`src/rtl/rr_arbiter_hold_pkg.sv`:
```
`default_nettype none
// ============================================================================
// Module : arb_pkg
// Shared state type and one-hot decode helper for the round-robin arbiter.
// Rev    : 1.0
// ============================================================================
package arb_pkg;

    localparam int ARB_MAX_SIZE = 64;

    typedef enum logic {ARB_IDLE, ARB_BUSY} arb_state_e;

    // OR-reduction decode: no priority chain, valid only for one-hot or zero input.
    function automatic logic [31:0] onehot2bin(input logic [ARB_MAX_SIZE-1:0] oh);
        logic [31:0] bin;
        bin = '0;
        for (int i = 0; i < ARB_MAX_SIZE; i++) begin
            if (oh[i]) begin
                bin = bin | 32'(i);
            end
        end
        return bin;
    endfunction

endpackage
`default_nettype wire

```
`src/rtl/rr_arbiter_hold_pick_enc.sv`:
```
`default_nettype none
// ============================================================================
// Module : rr_pick_enc
// Round-robin pick: lowest request strictly above ptr, else lowest request.
// Rev    : 1.0
// ============================================================================
module rr_pick_enc
    import arb_pkg::*;
#(
    parameter int SIZE = 4,
    localparam int IDW = $clog2(SIZE)
) (
    input  logic [SIZE-1:0] req,
    input  logic [IDW-1:0]  ptr,
    output logic [SIZE-1:0] pick_oh,
    output logic [IDW-1:0]  pick_id,
    output logic            pick_vld
);

    logic [SIZE-1:0]         above_mask;
    logic [SIZE-1:0]         masked;
    logic [SIZE-1:0]         masked_lsb;
    logic [SIZE-1:0]         req_lsb;
    logic [ARB_MAX_SIZE-1:0] pick_ext;

    for (genvar i = 0; i < SIZE; i++) begin : g_mask
        assign above_mask[i] = (i > int'(ptr));
    end

    assign masked     = req & above_mask;
    assign masked_lsb = masked & (~masked + SIZE'(1));
    assign req_lsb    = req & (~req + SIZE'(1));

    assign pick_oh  = (|masked) ? masked_lsb : req_lsb;
    assign pick_vld = |req;
    assign pick_ext = ARB_MAX_SIZE'(pick_oh);
    assign pick_id  = IDW'(onehot2bin(pick_ext));

endmodule
`default_nettype wire

```
`src/rtl/rr_arbiter_hold.sv`:
```
`default_nettype none
// ============================================================================
// Module : rr_arbiter_hold
// Registered round-robin arbiter, grant held until accepted. ARB_LOCK_EN adds lock.
// Rev    : 1.0
// ============================================================================
module rr_arbiter_hold
    import arb_pkg::*;
#(
    parameter int SIZE = 4,
    localparam int IDW = $clog2(SIZE)
) (
    input  logic            clk,
    input  logic            rst_n,
    input  logic [SIZE-1:0] req,
    output logic [SIZE-1:0] gnt,
    output logic [IDW-1:0]  gnt_id,
    output logic            gnt_valid,
    input  logic            gnt_ready,
    output logic            drop_err
`ifdef ARB_LOCK_EN
    ,
    input  logic            lock
`endif
);

    arb_state_e      state;
    arb_state_e      state_nxt;
    logic [IDW-1:0]  ptr;
    logic [IDW-1:0]  ptr_nxt;
    logic [IDW-1:0]  enc_ptr;
    logic [IDW-1:0]  gnt_id_nxt;
    logic [IDW-1:0]  pick_id;
    logic [SIZE-1:0] gnt_nxt;
    logic [SIZE-1:0] pick_oh;
    logic            pick_vld;
    logic            accept;
    logic            lock_hold;
    logic            drop_nxt;

`ifdef ARB_LOCK_EN
    assign lock_hold = lock;
`else
    assign lock_hold = 1'b0;
`endif

    assign gnt_valid = |gnt;
    assign accept    = gnt_valid & gnt_ready & req[gnt_id];

    // While busy the next pick rotates past the current grant, not the stored ptr.
    assign enc_ptr = (state == ARB_BUSY) ? gnt_id : ptr;

    rr_pick_enc #(
        .SIZE (SIZE)
    ) u_pick_enc (
        .req      (req),
        .ptr      (enc_ptr),
        .pick_oh  (pick_oh),
        .pick_id  (pick_id),
        .pick_vld (pick_vld)
    );

    always_comb begin
        state_nxt  = state;
        ptr_nxt    = ptr;
        gnt_nxt    = gnt;
        gnt_id_nxt = gnt_id;
        drop_nxt   = 1'b0;
        case (state)
            ARB_IDLE: begin
                if (pick_vld) begin
                    gnt_nxt    = pick_oh;
                    gnt_id_nxt = pick_id;
                    state_nxt  = ARB_BUSY;
                end
            end
            ARB_BUSY: begin
                if (accept) begin
                    if (!lock_hold) begin
                        ptr_nxt    = gnt_id;
                        gnt_nxt    = pick_oh;
                        gnt_id_nxt = pick_id;
                        state_nxt  = pick_vld ? ARB_BUSY : ARB_IDLE;
                    end
                end else if (!req[gnt_id]) begin
                    gnt_nxt    = '0;
                    gnt_id_nxt = '0;
                    drop_nxt   = 1'b1;
                    state_nxt  = ARB_IDLE;
                end
            end
            default: begin
                gnt_nxt    = '0;
                gnt_id_nxt = '0;
                state_nxt  = ARB_IDLE;
            end
        endcase
    end

    always_ff @(posedge clk or negedge rst_n) begin
        if (!rst_n) begin
            state    <= ARB_IDLE;
            ptr      <= IDW'(SIZE - 1);
            gnt      <= '0;
            gnt_id   <= '0;
            drop_err <= 1'b0;
        end else begin
            state    <= state_nxt;
            ptr      <= ptr_nxt;
            gnt      <= gnt_nxt;
            gnt_id   <= gnt_id_nxt;
            drop_err <= drop_nxt;
        end
    end

endmodule
`default_nettype wire

```
`config.mk`:
```
export PLATFORM = sky130hd
export DESIGN_NAME = rr_arbiter_hold
export DESIGN_NICKNAME = d
export VERILOG_FILES = /design/src/rtl/rr_arbiter_hold_pkg.sv /design/src/rtl/rr_arbiter_hold_pick_enc.sv /design/src/rtl/rr_arbiter_hold.sv
export SDC_FILE = /design/constraint.sdc
export NUM_CORES = 1
export LEC_CHECK = 0
export BUFFER_PORTS_ARGS = -buffer_cell sky130_fd_sc_hd__buf_2
export CAP_MARGIN = 10
export CELL_PAD_IN_SITES_DETAIL_PLACEMENT = 1
export CELL_PAD_IN_SITES_GLOBAL_PLACEMENT = 2
export CORE_UTILIZATION = 32
export CTS_CLUSTER_DIAMETER = 200
export DETAILED_ROUTE_END_ITERATION = 8
export PLACE_DENSITY_LB_ADDON = 0.1
export SLEW_MARGIN = 20
export SYNTH_ARGS = -nofsm -noshare
export SYNTH_HDL_FRONTEND = slang
export SYNTH_HIERARCHICAL = 1
export SYNTH_SLANG_ARGS = --single-unit
```
`constraint.sdc`:
```
create_clock -name clk -period 2.5 [get_ports clk]
set_input_delay 0.75 -clock clk [delete_from_list [all_inputs] [get_ports clk]]
set_output_delay 0.75 -clock clk [all_outputs]
set_load 0.02 [all_outputs]
```
==> reports/metrics.cfg, run 1 <==
[critical_path]
rrSetupSlack_ns = 0.57
worstPathRequired_ns = 1.75
cp.arrival_ns = 1.46
cp_num_buf_inv = 1
crit_chain = or4_4 > buf_2
crit_type = reg -> out
cp-end-kind = primary output
critPathMaxFanout = 5
cp-start-kind = flip-flop
max_stage_delay_ns = 0.58
worst_path_max_delay_cell = or4_4
path_delay_family = simple AND/OR/NAND/NOR gates

[cts]
clk_latency_ns = 0.27
clkTransAtPathRegs_ns = 0.07
clock_path_buffers = 2
cts_setup_buffers = 0
cts_buffers = 3
hold_buffers = 0
cts_resized = 0
cts_tree = done
cts_root_buf = clkbuf_4
cts_htree_levels = 1
cts_sinks = 10

[yosys]
synth_fp_nets = 91
synth_edf_count = 0
ys_seq_elements = 10
synth_top_area_share = 0.257
synth_common_cells = dfrtp_1 (8), nand2_1 (8), nor2_1 (7)
avgSynthCellArea_sq_um = 9.26
synth_area_leaders = dfrtp_1 (26%), mux2_2 (8.7%), mux2i_1 (7.7%)
synth_flop_cell = dfrtp_1
ys_async_sr_fraction = 1.00
netlist_area_sq_um = 778
synth_cell_types = 32
synthCells = 84
ys_warn_count = 6
yosysTopAreaCell = dfrtp_1
ys_seq_area_frac = 0.325

[global_routing]
antenna_found_initial = 0
overflow = 0
grt_pass1_wl_um = 3220
grt_max_degree = 18
track_usage = 0.173
first_global_vias = 652

[power]
combPwrFrac = 0.580
clockPowerShare = 0.140
switching_power_mw = 0.493
p_int_mw = 0.584
p_leak_nw = 0.443
worst_ir_drop_vdd_mv = 0.688
p_per_area_nw_per_um2 = 1200
seqPwrFrac = 0.280
p_sw_frac = 0.458

[sta]
slew_violations = 0
setup-violations-final = 0
slew_headroom = 0.713
finClkSkew_ns = 0.000491
fmax_mhz = 452
worstMarginPinSlew_ns = 0.426
rsz0062_at_grt = no
hold_viol = 0
period_share = 0.885
fin_setup_tns_ns = 0
fin_crit_ns = 2.21

[layout]
area.growth.synth_to_final_pct = 15.1
diodes = 0
finalNetCount = 105
layoutNonFillerInstCount = 125
drive_gt1_frac = 0.340
final_area_sq_um = 896
nFillCells = 277

[floorplanning]
die_w_um = 51.3
die_y_um = 51.3
dieArea_sq_um = 2630
pin_count = 15
start_util = 0.345
coreArea_sq_um = 2250
rows = 17

[drt]
vias = 693
detail-route-antenna-nets = 0
vias_per_cell = 5.54
drt-wirelength-per-cell_um = 15.3
drc = 0
wl_um = 1910
first_pass_iters = 4
initialDrtViolationCount = 4

[run_status]
outcome = completed

[min_path]
hold_path_class = in -> async

[place]
dp_cells = 121
placedInstanceArea_sq_um = 860
routabilityCongestion = 0.743
dp_hpwl_um = 1460
io_buffers = 14

[run]
maxCapViolCount = 0

-- layout make-up --
cell class | count | area [sq um] | share of cell area
clock buffers | 4 | 36.3 | 0.0405
inverters | 3 | 11.3 | 0.0126
multi-input cells | 64 | 475 | 0.531
flip-flops and latches | 10 | 253 | 0.282
well taps | 28 | 35.0 | 0.0391
repair buffers | 16 | 85.1 | 0.0950
-- routing by layer --
layer	global-route usage	vias up	routed length [um]
li1	-	340	-
met1	0.231	340	943
met2	0.265	9	893
met3	0.0268	4	47
met4	0.0946	0	29
met5	0	-	0
-- flip-flops by register name, indices dropped and copies added (netlist names) --
register	flops
state	1
gnt	4
drop_err	1
gnt_id	2
ptr	2
-- power groups by stage --
stage / sequential [mW] / combinational [mW] / clock [mW]
2_1_floorplan: 0.336 / 0.439 / 0
3_3_place_gp: 0.307 / 0.627 / 0
3_5_place_dp: 0.307 / 0.626 / 0
4_1_cts: 0.304 / 0.630 / 0.156
5_1_grt: 0.316 / 0.693 / 0.163
6_report: 0.302 / 0.624 / 0.151
-- cells by family after synthesis --
family | count (synthesis) | synth area share
buf+inv | 10 | 0.0643
compound gates | 22 | 0.204
flops | 10 | 0.325
mux | 15 | 0.222
simple gates | 27 | 0.185
-- final timing paths --
kind                                             from  cells after the start               endpoint
worst min register to register  gnt_id[0]$_DFFE_PN0P_                      2  gnt_id[0]$_DFFE_PN0P_
max in group asynchronous                       rst_n                      1     ptr[1]$_DFFE_PN1P_
worst min-delay path                            rst_n                      1  gnt_id[0]$_DFFE_PN0P_
worst max-delay path               gnt[3]$_DFFE_PN0P_                      2              gnt_valid
worst max register to register        state$_DFF_PN0_                      7     gnt[1]$_DFFE_PN0P_
min in group clk                gnt_id[0]$_DFFE_PN0P_                      2  gnt_id[0]$_DFFE_PN0P_
-- cells in the final DEF (no fill, tap or decap), types with 2 or more instances in the layout --
master	instances
mux2i_1	6
dfrtp_1	8
nand4_1	2
mux2_2	6
buf_2	14
a21o_1	2
o22ai_1	6
inv_1	3
buf_4	2
dfstp_2	2
nand3_1	2
nand2_1	8
nor2_1	7
o21ai_0	3
clkbuf_4	3
a21oi_1	5
mux2_1	2
-- worst reg2reg max path, delay by kind of cell (launching register included) --
| kind | cells | cell delay (ns) |
|---|---|---|
| mux | 2 | 0.72 |
| compound gates | 3 | 0.48 |
| flops | 1 | 0.39 |
| buf+inv | 1 | 0.14 |
| simple gates | 1 | 0.07 |
-- metrics by stage --
stage	total power, mW	hold WS [ns]	util	worst slack, ns
after floorplan	0.776	0.454	-	0.637
after global placement	0.934	0.620	0.381	0.474
after detailed placement	0.933	0.614	0.381	0.489
after CTS	1.09	0.323	0.397	0.267
after global routing	1.17	0.325	0.397	0.233
final	1.08	0.330	0.397	0.288
Power figures use the tool's default switching activity.
==> run 2, diff against run 1 <==
--- a/config.mk
+++ b/config.mk
@@ -12,7 +12,7 @@
 export CORE_UTILIZATION = 32
 export CTS_CLUSTER_DIAMETER = 200
 export DETAILED_ROUTE_END_ITERATION = 8
-export PLACE_DENSITY_LB_ADDON = 0.1
+export PLACE_DENSITY_LB_ADDON = 0.05
 export SLEW_MARGIN = 20
 export SYNTH_ARGS = -nofsm -noshare
 export SYNTH_HDL_FRONTEND = slang
==> run 2 against run 1 <==
Global-route usage is 0.33 points lower. Sequential power hardly changed. Sequential share of layout area up 0.24 points. Total power about the same. Highest routed layer unchanged. Combinational power hardly changed. Fmax down 0.16%. Critical path depth stayed put. Final cell count shrank 0.80%. Register-to-register slack improved by 0.02 ns. Worst hold slack better by 0.0051 ns. Die area stayed put. Clock skew is 0.0044 ns higher.
==> reports/metrics.cfg, run 2 (same netlist as run 1, synthesis figures left out) <==
[run_status]
outcome = completed

[drt]
initialDrtViolationCount = 6  ; +2
detail-route-antenna-nets = 0  ; unchanged
drc = 0  ; unchanged
vias = 686  ; -1.0%
drt-wirelength-per-cell_um = 15.6  ; +2.1%
first_pass_iters = 4  ; unchanged
vias_per_cell = 5.53  ; -0.21%
wl_um = 1940  ; +1.3%

[critical_path]
crit_type = reg -> out
cp.arrival_ns = 1.47  ; about the same
r2r_cells = 7  ; unchanged
cp-end-kind = primary output
critPathMaxFanout = 5  ; unchanged
worstPathRequired_ns = 1.75  ; about the same
cp-start-kind = flip-flop

[min_path]
hold_path_class = in -> async

[sta]
worstMarginPinSlew_ns = 0.470  ; +0.0437 ns
hold_viol = 0  ; unchanged
slew_violations = 0  ; unchanged
fin_crit_ns = 2.22  ; +0.00351 ns
setup-violations-final = 0  ; unchanged
period_share = 0.886  ; +0.00140
rsz0062_at_grt = no
finClkSkew_ns = 0.00492  ; +0.00443 ns
fmax_mhz = 451  ; -0.16%
fin_setup_tns_ns = 0  ; unchanged
slew_headroom = 0.683  ; -0.0294

[layout]
area.growth.synth_to_final_pct = 14.1
largest-register = gnt
top_regs = gnt: 4 flops, gnt_id: 2 flops, ptr: 2 flops
drive_gt1_frac = 0.333  ; -0.00687
largest_reg_flops = 4  ; unchanged
final_cell_mix = buf_2 (14), nand2_1 (8), dfrtp_1 (8)
finalNetCount = 104  ; -0.95%
final_area_sq_um = 888  ; -0.84%
layout_commonest_cell = buf_2
diodes = 0  ; unchanged

[floorplanning]
dieArea_sq_um = 2630  ; unchanged
die_y_um = 51.3  ; unchanged
die_w_um = 51.3  ; unchanged
coreArea_sq_um = 2250  ; unchanged
rows = 17  ; unchanged
pin_count = 15  ; unchanged
start_util = 0.345  ; unchanged

[place]
dp_hpwl_um = 1460  ; +0.19%
routabilityCongestion = 0.749  ; +0.75%
io_buffers = 14  ; unchanged
placedInstanceArea_sq_um = 852  ; -0.87%

[global_routing]
track_usage = 0.170  ; -0.00333
antenna_found_initial = 0  ; unchanged
grt_pass1_wl_um = 3220  ; unchanged
grt_max_degree = 17  ; -1
overflow = 0  ; unchanged
first_global_vias = 657  ; +0.77%

[cts]
clk_latency_ns = 0.27  ; about the same
cts_resized = 0  ; unchanged
cts_buffers = 3  ; unchanged
cts_tree = done
hold_buffers = 0  ; unchanged
cts_root_buf = clkbuf_4
cts_setup_buffers = 0  ; unchanged
clock_path_buffers = 2  ; unchanged
cts_htree_levels = 1  ; unchanged
clkTransAtPathRegs_ns = 0.08  ; about the same
cts_sinks = 10  ; unchanged

[power]
p_leak_nw = 0.439  ; -0.96%
p_total_mw = 1.08  ; about the same
worst_ir_drop_vdd_mv = 0.531  ; -23%
p_per_area_nw_per_um2 = 1210  ; +0.74%

[run]
maxCapViolCount = 0  ; unchanged

-- run 2: final timing paths --
| check | from | endpoint | slack [ns] |
|---|---|---|---|
| setup / recovery | gnt[3]$_DFFE_PN0P_ | gnt_valid | 0.28 |
| hold / removal | rst_n | gnt_id[0]$_DFFE_PN0P_ | 0.33 |
| setup reg to reg | state$_DFF_PN0_ | gnt[2]$_DFFE_PN0P_ | 0.59 |
| hold reg to reg | state$_DFF_PN0_ | gnt_id[1]$_DFFE_PN0P_ | 0.56 |
| max in group asynchronous | rst_n | ptr[0]$_DFFE_PN1P_ | 1.90 |
| min in group clk | state$_DFF_PN0_ | gnt_id[1]$_DFFE_PN0P_ | 0.56 |
-- run 2: power by group --
group	internal [mW]	switching (mW)
clock	0.0884	0.0617
sequential	0.236	0.0688
combinational	0.259	0.363
-- run 2: metal layers --
metal,share of wire,GRT usage,vias to the layer above
met5,0,0,-
met3,0.022,0.0268,2
met2,0.47,0.265,9
met4,0.0046,0.0676,0
met1,0.50,0.232,340
li1,-,-,335
-- run 2: final cells by class --
type	instances	area [sq um]
clock buffer	4	36.3
fill	281	1370
inverter	3	11.3
multi-input combinational	64	475
sequential	10	253
tap	28	35.0
timing repair buffer	15	77.6
-- run 2: critical path, cell delays in order, from the launching register on --
cell     delay, ns
dfrtp_1       0.43
or4_4         0.59
buf_2         0.18
-- run 2: metrics by stage --
step           worst slack (ns)  hold WS (ns)   util  instances
2_1_floorplan             0.637         0.454      -         84
3_3_place_gp              0.458         0.547  0.378        120
3_5_place_dp              0.469         0.553  0.378        120
4_1_cts                   0.276         0.339  0.394        124
5_1_grt                   0.245         0.346  0.394        124
6_report                  0.284         0.335  0.394        124
